### config.mk
export PLATFORM = sky130hd
export DESIGN_NAME = serial_matrix_driver_multi
export DESIGN_NICKNAME = d
export VERILOG_FILES = /design/src/rtl/serial_matrix_driver_multi.sv
export SDC_FILE = /design/constraint.sdc
export NUM_CORES = 1
export LEC_CHECK = 0
export BUFFER_PORTS_ARGS = -buffer_cell sky130_fd_sc_hd__buf_2
export CORE_ASPECT_RATIO = 1.4
export CORE_UTILIZATION = 46
export DETAILED_ROUTE_END_ITERATION = 6
export SLEW_MARGIN = 20
export SYNTH_ARGS = -nofsm -noshare
export SYNTH_HDL_FRONTEND = slang
export SYNTH_SLANG_ARGS = --single-unit
### constraint.sdc
create_clock -name CLK -period 3.9 [get_ports CLK]
set_clock_uncertainty 0.15 [all_clocks]
set_input_delay 0.78 -clock CLK [delete_from_list [all_inputs] [get_ports CLK]]
set_output_delay 0.78 -clock CLK [all_outputs]
set_load 0.03 [all_outputs]
### src/rtl/serial_matrix_driver_multi.sv
// SPI-loaded framebuffer driving NUM_CH parallel WS2812-style DIN lines.
// A clean CS window of exactly one full frame commits and starts transmission.
module serial_matrix_driver_multi #(
    parameter int NUM_CH     = 2,
    parameter int NUM_PIXELS = 4,
    parameter int T0H        = 20,
    parameter int T1H        = 40,
    parameter int TBIT       = 62,
    parameter int TRESET     = 2500
) (
    input  logic              CLK,
    input  logic              RESET,
    input  logic              SCK,
    input  logic              SDI,
    input  logic              CS,
    output logic [NUM_CH-1:0] DIN,
    output logic              LED1,
    output logic              LED2,
    output logic              FRAME_DONE
);

    localparam int FRAME_BYTES = NUM_CH * NUM_PIXELS * 3;
    localparam int BC_W   = $clog2(FRAME_BYTES + 1);
    localparam int FB_AW  = $clog2(FRAME_BYTES);
    localparam int TCNT_W = $clog2(TBIT);
    localparam int PIX_W  = (NUM_PIXELS > 1) ? $clog2(NUM_PIXELS) : 1;
    localparam int LAT_W  = (TRESET > 1) ? $clog2(TRESET) : 1;

    localparam logic [BC_W-1:0]   FRAME_BYTES_C = BC_W'(FRAME_BYTES);
    localparam logic [TCNT_W-1:0] TBIT_LAST     = TCNT_W'(TBIT - 1);
    localparam logic [TCNT_W-1:0] T0H_C         = TCNT_W'(T0H);
    localparam logic [TCNT_W-1:0] T1H_C         = TCNT_W'(T1H);
    localparam logic [PIX_W-1:0]  PIX_LAST      = PIX_W'(NUM_PIXELS - 1);
    localparam logic [LAT_W-1:0]  LAT_LAST      = LAT_W'(TRESET - 1);

    typedef enum logic [1:0] {
        IDLE,
        LOAD,
        BIT,
        LATCH
    } state_t;

    state_t state;

    logic sck_p0, sck_p1, sck_p2;
    logic sdi_p0, sdi_p1;
    logic cs_p0, cs_p1, cs_p2;

    logic [2:0]        bit_cnt;
    logic [BC_W-1:0]   byte_cnt;
    logic [6:0]        rx_byte;
    logic              window_bad;
    logic              got_bits;
    logic [7:0]        fb [FRAME_BYTES];

    logic [23:0]       shreg [NUM_CH];
    logic [PIX_W-1:0]  pix_idx;
    logic [4:0]        bit_idx;
    logic [TCNT_W-1:0] tcnt;
    logic [LAT_W-1:0]  lcnt;

    logic sck_rise, cs_fall, cs_rise, cs_active;
    logic commit_ok, commit_bad;

    function automatic logic [BC_W-1:0] sat_inc(input logic [BC_W-1:0] v);
        return (v >= FRAME_BYTES_C) ? FRAME_BYTES_C : v + BC_W'(1);
    endfunction

    function automatic logic [TCNT_W-1:0] hi_len(input logic b);
        return b ? T1H_C : T0H_C;
    endfunction

    function automatic logic [FB_AW-1:0] fb_addr(input int c, input logic [PIX_W-1:0] p, input int k);
        return FB_AW'(c * NUM_PIXELS * 3 + int'(p) * 3 + k);
    endfunction

    // p0/p1: two-flop synchronisers; p2: previous value for edge detection
    always_ff @(posedge CLK) begin
        if (RESET) begin
            sck_p0 <= 1'b0;
            sck_p1 <= 1'b0;
            sck_p2 <= 1'b0;
            sdi_p0 <= 1'b0;
            sdi_p1 <= 1'b0;
            cs_p0  <= 1'b1;
            cs_p1  <= 1'b1;
            cs_p2  <= 1'b1;
        end else begin
            sck_p0 <= SCK;
            sck_p1 <= sck_p0;
            sck_p2 <= sck_p1;
            sdi_p0 <= SDI;
            sdi_p1 <= sdi_p0;
            cs_p0  <= CS;
            cs_p1  <= cs_p0;
            cs_p2  <= cs_p1;
        end
    end

    assign sck_rise  = sck_p1 & ~sck_p2;
    assign cs_fall   = ~cs_p1 & cs_p2;
    assign cs_rise   = cs_p1 & ~cs_p2;
    assign cs_active = ~cs_p1;

    assign commit_ok  = cs_rise && got_bits && !window_bad && (byte_cnt == FRAME_BYTES_C)
                        && (bit_cnt == 3'd0) && (state == IDLE);
    assign commit_bad = cs_rise && got_bits && !commit_ok;

    always_ff @(posedge CLK) begin
        if (RESET) begin
            state      <= IDLE;
            bit_cnt    <= '0;
            byte_cnt   <= '0;
            window_bad <= 1'b0;
            got_bits   <= 1'b0;
            pix_idx    <= '0;
            bit_idx    <= '0;
            tcnt       <= '0;
            lcnt       <= '0;
            DIN        <= '0;
            LED1       <= 1'b0;
            LED2       <= 1'b0;
            FRAME_DONE <= 1'b0;
            for (int i = 0; i < FRAME_BYTES; i++) begin
                fb[i] <= '0;
            end
        end else begin
            FRAME_DONE <= 1'b0;

            if (cs_fall) begin
                bit_cnt    <= '0;
                byte_cnt   <= '0;
                window_bad <= 1'b0;
                got_bits   <= 1'b0;
            end else if (sck_rise && cs_active) begin
                rx_byte  <= {rx_byte[5:0], sdi_p1};
                bit_cnt  <= bit_cnt + 3'd1;
                got_bits <= 1'b1;
                if (bit_cnt == 3'd7) begin
                    // Bytes are only accepted while the transmitter is idle
                    if (state == IDLE && byte_cnt < FRAME_BYTES_C) begin
                        fb[FB_AW'(byte_cnt)] <= {rx_byte, sdi_p1};
                        byte_cnt             <= sat_inc(byte_cnt);
                    end else begin
                        window_bad <= 1'b1;
                    end
                end
            end

            if (commit_ok) begin
                LED2 <= 1'b0;
            end else if (commit_bad) begin
                LED2 <= 1'b1;
            end

            case (state)
                IDLE: begin
                    DIN <= '0;
                    if (commit_ok) begin
                        state   <= LOAD;
                        LED1    <= 1'b1;
                        pix_idx <= '0;
                    end
                end

                LOAD: begin
                    for (int c = 0; c < NUM_CH; c++) begin
                        shreg[c] <= {fb[fb_addr(c, pix_idx, 0)],
                                     fb[fb_addr(c, pix_idx, 1)],
                                     fb[fb_addr(c, pix_idx, 2)]};
                        DIN[c]   <= TCNT_W'(0) < hi_len(fb[fb_addr(c, pix_idx, 0)][7]);
                    end
                    bit_idx <= '0;
                    tcnt    <= '0;
                    state   <= BIT;
                end

                BIT: begin
                    if (tcnt == TBIT_LAST) begin
                        tcnt    <= '0;
                        bit_idx <= bit_idx + 5'd1;
                        for (int c = 0; c < NUM_CH; c++) begin
                            shreg[c] <= {shreg[c][22:0], 1'b0};
                        end
                        if (bit_idx == 5'd23) begin
                            DIN <= '0;
                            if (pix_idx == PIX_LAST) begin
                                state <= LATCH;
                                lcnt  <= '0;
                            end else begin
                                pix_idx <= pix_idx + PIX_W'(1);
                                state   <= LOAD;
                            end
                        end else begin
                            // DIN is registered, so it is set up from the bit about to start
                            for (int c = 0; c < NUM_CH; c++) begin
                                DIN[c] <= TCNT_W'(0) < hi_len(shreg[c][22]);
                            end
                        end
                    end else begin
                        tcnt <= tcnt + TCNT_W'(1);
                        for (int c = 0; c < NUM_CH; c++) begin
                            DIN[c] <= (tcnt + TCNT_W'(1)) < hi_len(shreg[c][23]);
                        end
                    end
                end

                LATCH: begin
                    DIN <= '0;
                    if (lcnt == LAT_LAST) begin
                        state      <= IDLE;
                        LED1       <= 1'b0;
                        FRAME_DONE <= 1'b1;
                    end else begin
                        lcnt <= lcnt + LAT_W'(1);
                    end
                end

                default: state <= IDLE;
            endcase
        end
    end

endmodule

==> summary.md <==
| Metric | Value |
|---|---|
| Result of the run | complete, no violations |
| Hold path cells | 2 |
| Library cells used by synthesis | between 70 and 80 |
| Pre-antenna DRT Iters | 7 |
| Rows | 96 |
| M3 GR Usage | between 5 and 6% |
| Part of the Yosys area used for sequential elements | ~45% |
| Slew Viols, Final | 0 |
| Clock Tree Root | clkbuf_16 |
| Library cell occupying the most area in the post-synthesis netlist | edfxtp_1 |
| Final net count | 1838 |
| Detailed-route wire length per cell | 29.57 um |
| Crit path launch type | register |
| Post-CTS Setup Bufs | 0 |
| Share of synthesized flip-flops with an asynchronous set or reset | 0% |
| Met2 GRT Util | 50.06% |
| Share of layout cells above drive strength 1 | about 26% |
| Worst-case setup slack after placement | ~380 ps |
| Clk sink count | around 360 |
| Per-cell via count in the routed design | approximately 6.5 |
| Min-Delay Startpoint | CS |
| Cts bufs inserted | 39 |
| Insertion delay of the later-clocked pin in the worst-skew pair | 580 ps |
| Area share of the leading cell type in the synthesized netlist | about two fifths |
| CTS tree | done |
| Core region area | about 50000 sq um |
| Compound-gate portion of the synthesized area | 6.505% |
| Overall die height | about 270 um |
| Max-capacitance violation count | 0 |
| Worst-path clk slew | around 70 ps |
| Share of synthesized area spent on multiplexers | about 28% |
| Placed wire-length estimate after detailed placement | around 53000 um |
| Total inserted antenna cells | 0 |
| Area added between synthesis and finish | 10.52% |
| Mean Syn Cell Area | between 10 and 15 sq um |
| Crit path DAT | slightly below 4000 ps |
| H-tree depth | 2 |
| Boundary Pins | 10 |
| Count of cells resized by post-cts repair | 0 |
| Layout fillers | approximately 4200 |
| Maximum clock rate | roughly 280 MHz |
| Number of synthesized flops with an enable pin | 311 |
| Drt drc | 0 |
| Overall die width | ~190 um |
| Hold EP | cs_p0 |
| Longest Clk Path Bufs | 3 |
| Cell types with the largest area share after synthesis | edfxtp_1 41%, mux4_2 23%, and2_1 5.4% |
| Main combinational cell family by area after synthesis | multiplexers |
| Overall track demand over capacity in global routing | between 20% and 30% |
| Worst-Margin Slew | between 1000 and 1500 ps |
| Cell area reported after detailed placement | 24010 sq um |
| Total of endpoints with negative setup slack in the final report | 0 |
| Final antenna-violating net count | 0 |
| WL final | approximately 73000 um |
| Total congestion overflow | 0 |
| Cell Area, Synth | around 23000 sq um |
| Post-synthesis instance total | approximately 1700 |
| Port Buffer Count | 9 |
| Antenna violations before repair | 1 |
| Post-synthesis share of cell area spent on and, or, nand and nor gates | 13.88% |
| Worst slew slack as a fraction of its limit | a little under a third |
| Leakage power summed over all cells | approximately 8.7 nW |
| Register-to-Register Setup Slack | roughly 290 ps |
| Post-route clock period utilization | 92.68% |
| Syn. warnings | 0 |
| Die area | 50750 sq um |
| Vias after detailed routing | approximately 16000 |
| Peak fanout along the critical path | 35 |
| Top FF cell, synth | edfxtp_1 |
| Power per cell area | approximately 350 nW/um^2 |
| IR drop worst, VDD | approximately 350 uV |
| Register bit total from synthesis | 361 |
| Total negative setup slack | 0 ps |
| Synthesized-area fraction occupied by xor and xnor cells | less than 1% |
| Fraction of met1 tracks used by global routing | approximately 33% |
| Gr busiest metal | met2 |
| Hold Buf Count CTS | 0 |
| Setup repair after global routing missed its margin | false |
| Pin count of the biggest net entering global routing | 59 |
| Initial core utilization | 46.67% |
| Final hold violations | 0 |
| Global-route wire length before repair | roughly 110000 um |
| Post-layout worst setup margin | approximately 290 ps |
| Final critical path time including I/O delays and setup | about 3600 ps |
| R2R Path Start | pix_idx[1] |
| Worst path required time | between 4000 and 5000 ps |
| Path type of the worst min-delay path | in2reg |
| Reg-to-reg endpoint | shreg[0][40] |
| Vias in the first global route | between 15000 and 20000 |
| Placer congestion estimate | 0.9388 |
| Layout Cell Area excl Fill | 25340 sq um |
| Post-Synth Adder-Cell Area | under 10% |
| Kind of capture point of the worst setup path | register |
| Starting DRC count in detailed routing | between 1500 and 2000 |
| Number of cells traversed by the worst register-to-register path | 8 |
| Critical path type | reg2reg |
| Final cell utilization of the core | between 50 and 60% |
## flip-flops by register name, indices dropped and copies added, names as in the netlist, 2 cells and up
signal / flops
DIN: 2
bit_cnt: 3
bit_idx: 5
byte_cnt: 5
fb: 256
lcnt: 12
pix_idx: 2
rx_byte: 7
shreg: 48
state: 2
tcnt: 6
## critical path: stages (launching register included)
cell	delay [ps]
dfxtp_1	460
inv_1	190
ha_4	740
buf_12	270
mux2_2	200
nor2_1	40
o311a_1	360
a211oi_1	740
o32a_1	290
## cell type report
| class | instances | area (sq um) | area share, % |
|---|---|---|---|
| repair buffers | 96 | 805.8 | 3.180 |
| flip-flops and latches | 361 | 10340 | 40.83 |
| multi-input cells | 1282 | 12000 | 47.34 |
| clock buffers | 52 | 1097 | 4.331 |
| clock inverters | 19 | 214.0 | 0.8444 |
| well taps | 637 | 797.0 | 3.146 |
| inverters | 22 | 83.83 | 0.3308 |
## cell families after synthesis
family          count (synthesis)
simple gates                  608
fa+ha+maj                      31
mux                           348
flops                         361
xor+xnor                       17
compound gates                214
buf+inv                       160
other cells                     1
## per-layer routing
layer	wire length, um	up-vias
li1	-	6850
met1	25170	8246
met2	36930	797
met3	5132	254
met4	5789	0
met5	0	-
## cells in the final DEF, fill, tap and decap left out, drive strengths merged, types with 34 or more instances in the layout
cell type	synthesis	final
nand3	39	39
conb	1	64
buf	79	96
mux2	34	34
clkbuf	59	52
edfxtp	311	311
nand2	102	102
and2	199	199
nor2	138	138
mux4	238	238
a21oi	52	52
mux2i	76	76
dfxtp	50	50
## through the flow
step,cells,total power (W),hold slack (ps)
global placement,2397,0.005149,243.7
global route,2469,0.009175,226.5
finish,2469,0.008948,235.8
floorplan,1803,0.004902,239.5
detailed placement,2397,0.005160,252.8
CTS,2468,0.008991,212.9
## worst max-delay path by stage
stage          slack, ps           end        from  depth (start not counted)
5_1_grt              240  shreg[0][40]  pix_idx[1]                          8
2_1_floorplan         50   shreg[0][3]  pix_idx[0]                         16
4_1_cts              370  shreg[0][40]  pix_idx[1]                          8
3_3_place_gp         430  shreg[0][40]  pix_idx[0]                          8
3_5_place_dp         380  shreg[0][40]  pix_idx[0]                          8
6_report             290  shreg[0][40]  pix_idx[1]                          8
## cell usage after synthesis, types with 23 or more instances
master    instances
nor2_1          138
buf_4            26
or2_2            31
buf_2            33
mux2i_1          76
clkbuf_1         58
nand3_1          39
a21oi_1          51
ha_1             31
dfxtp_1          50
nand2_1         102
mux2_2           34
and2_1          199
edfxtp_1        311
o21ai_0          23
mux4_2          238
## power breakdown
part	internal [W]	switching, W	leakage (nW)
clock	0.00225	0.00161	0.639
combinational	0.000246	0.000322	4.59
sequential	0.00436	0.000165	3.50
Note: power is estimated with default switching activity, not from simulation.
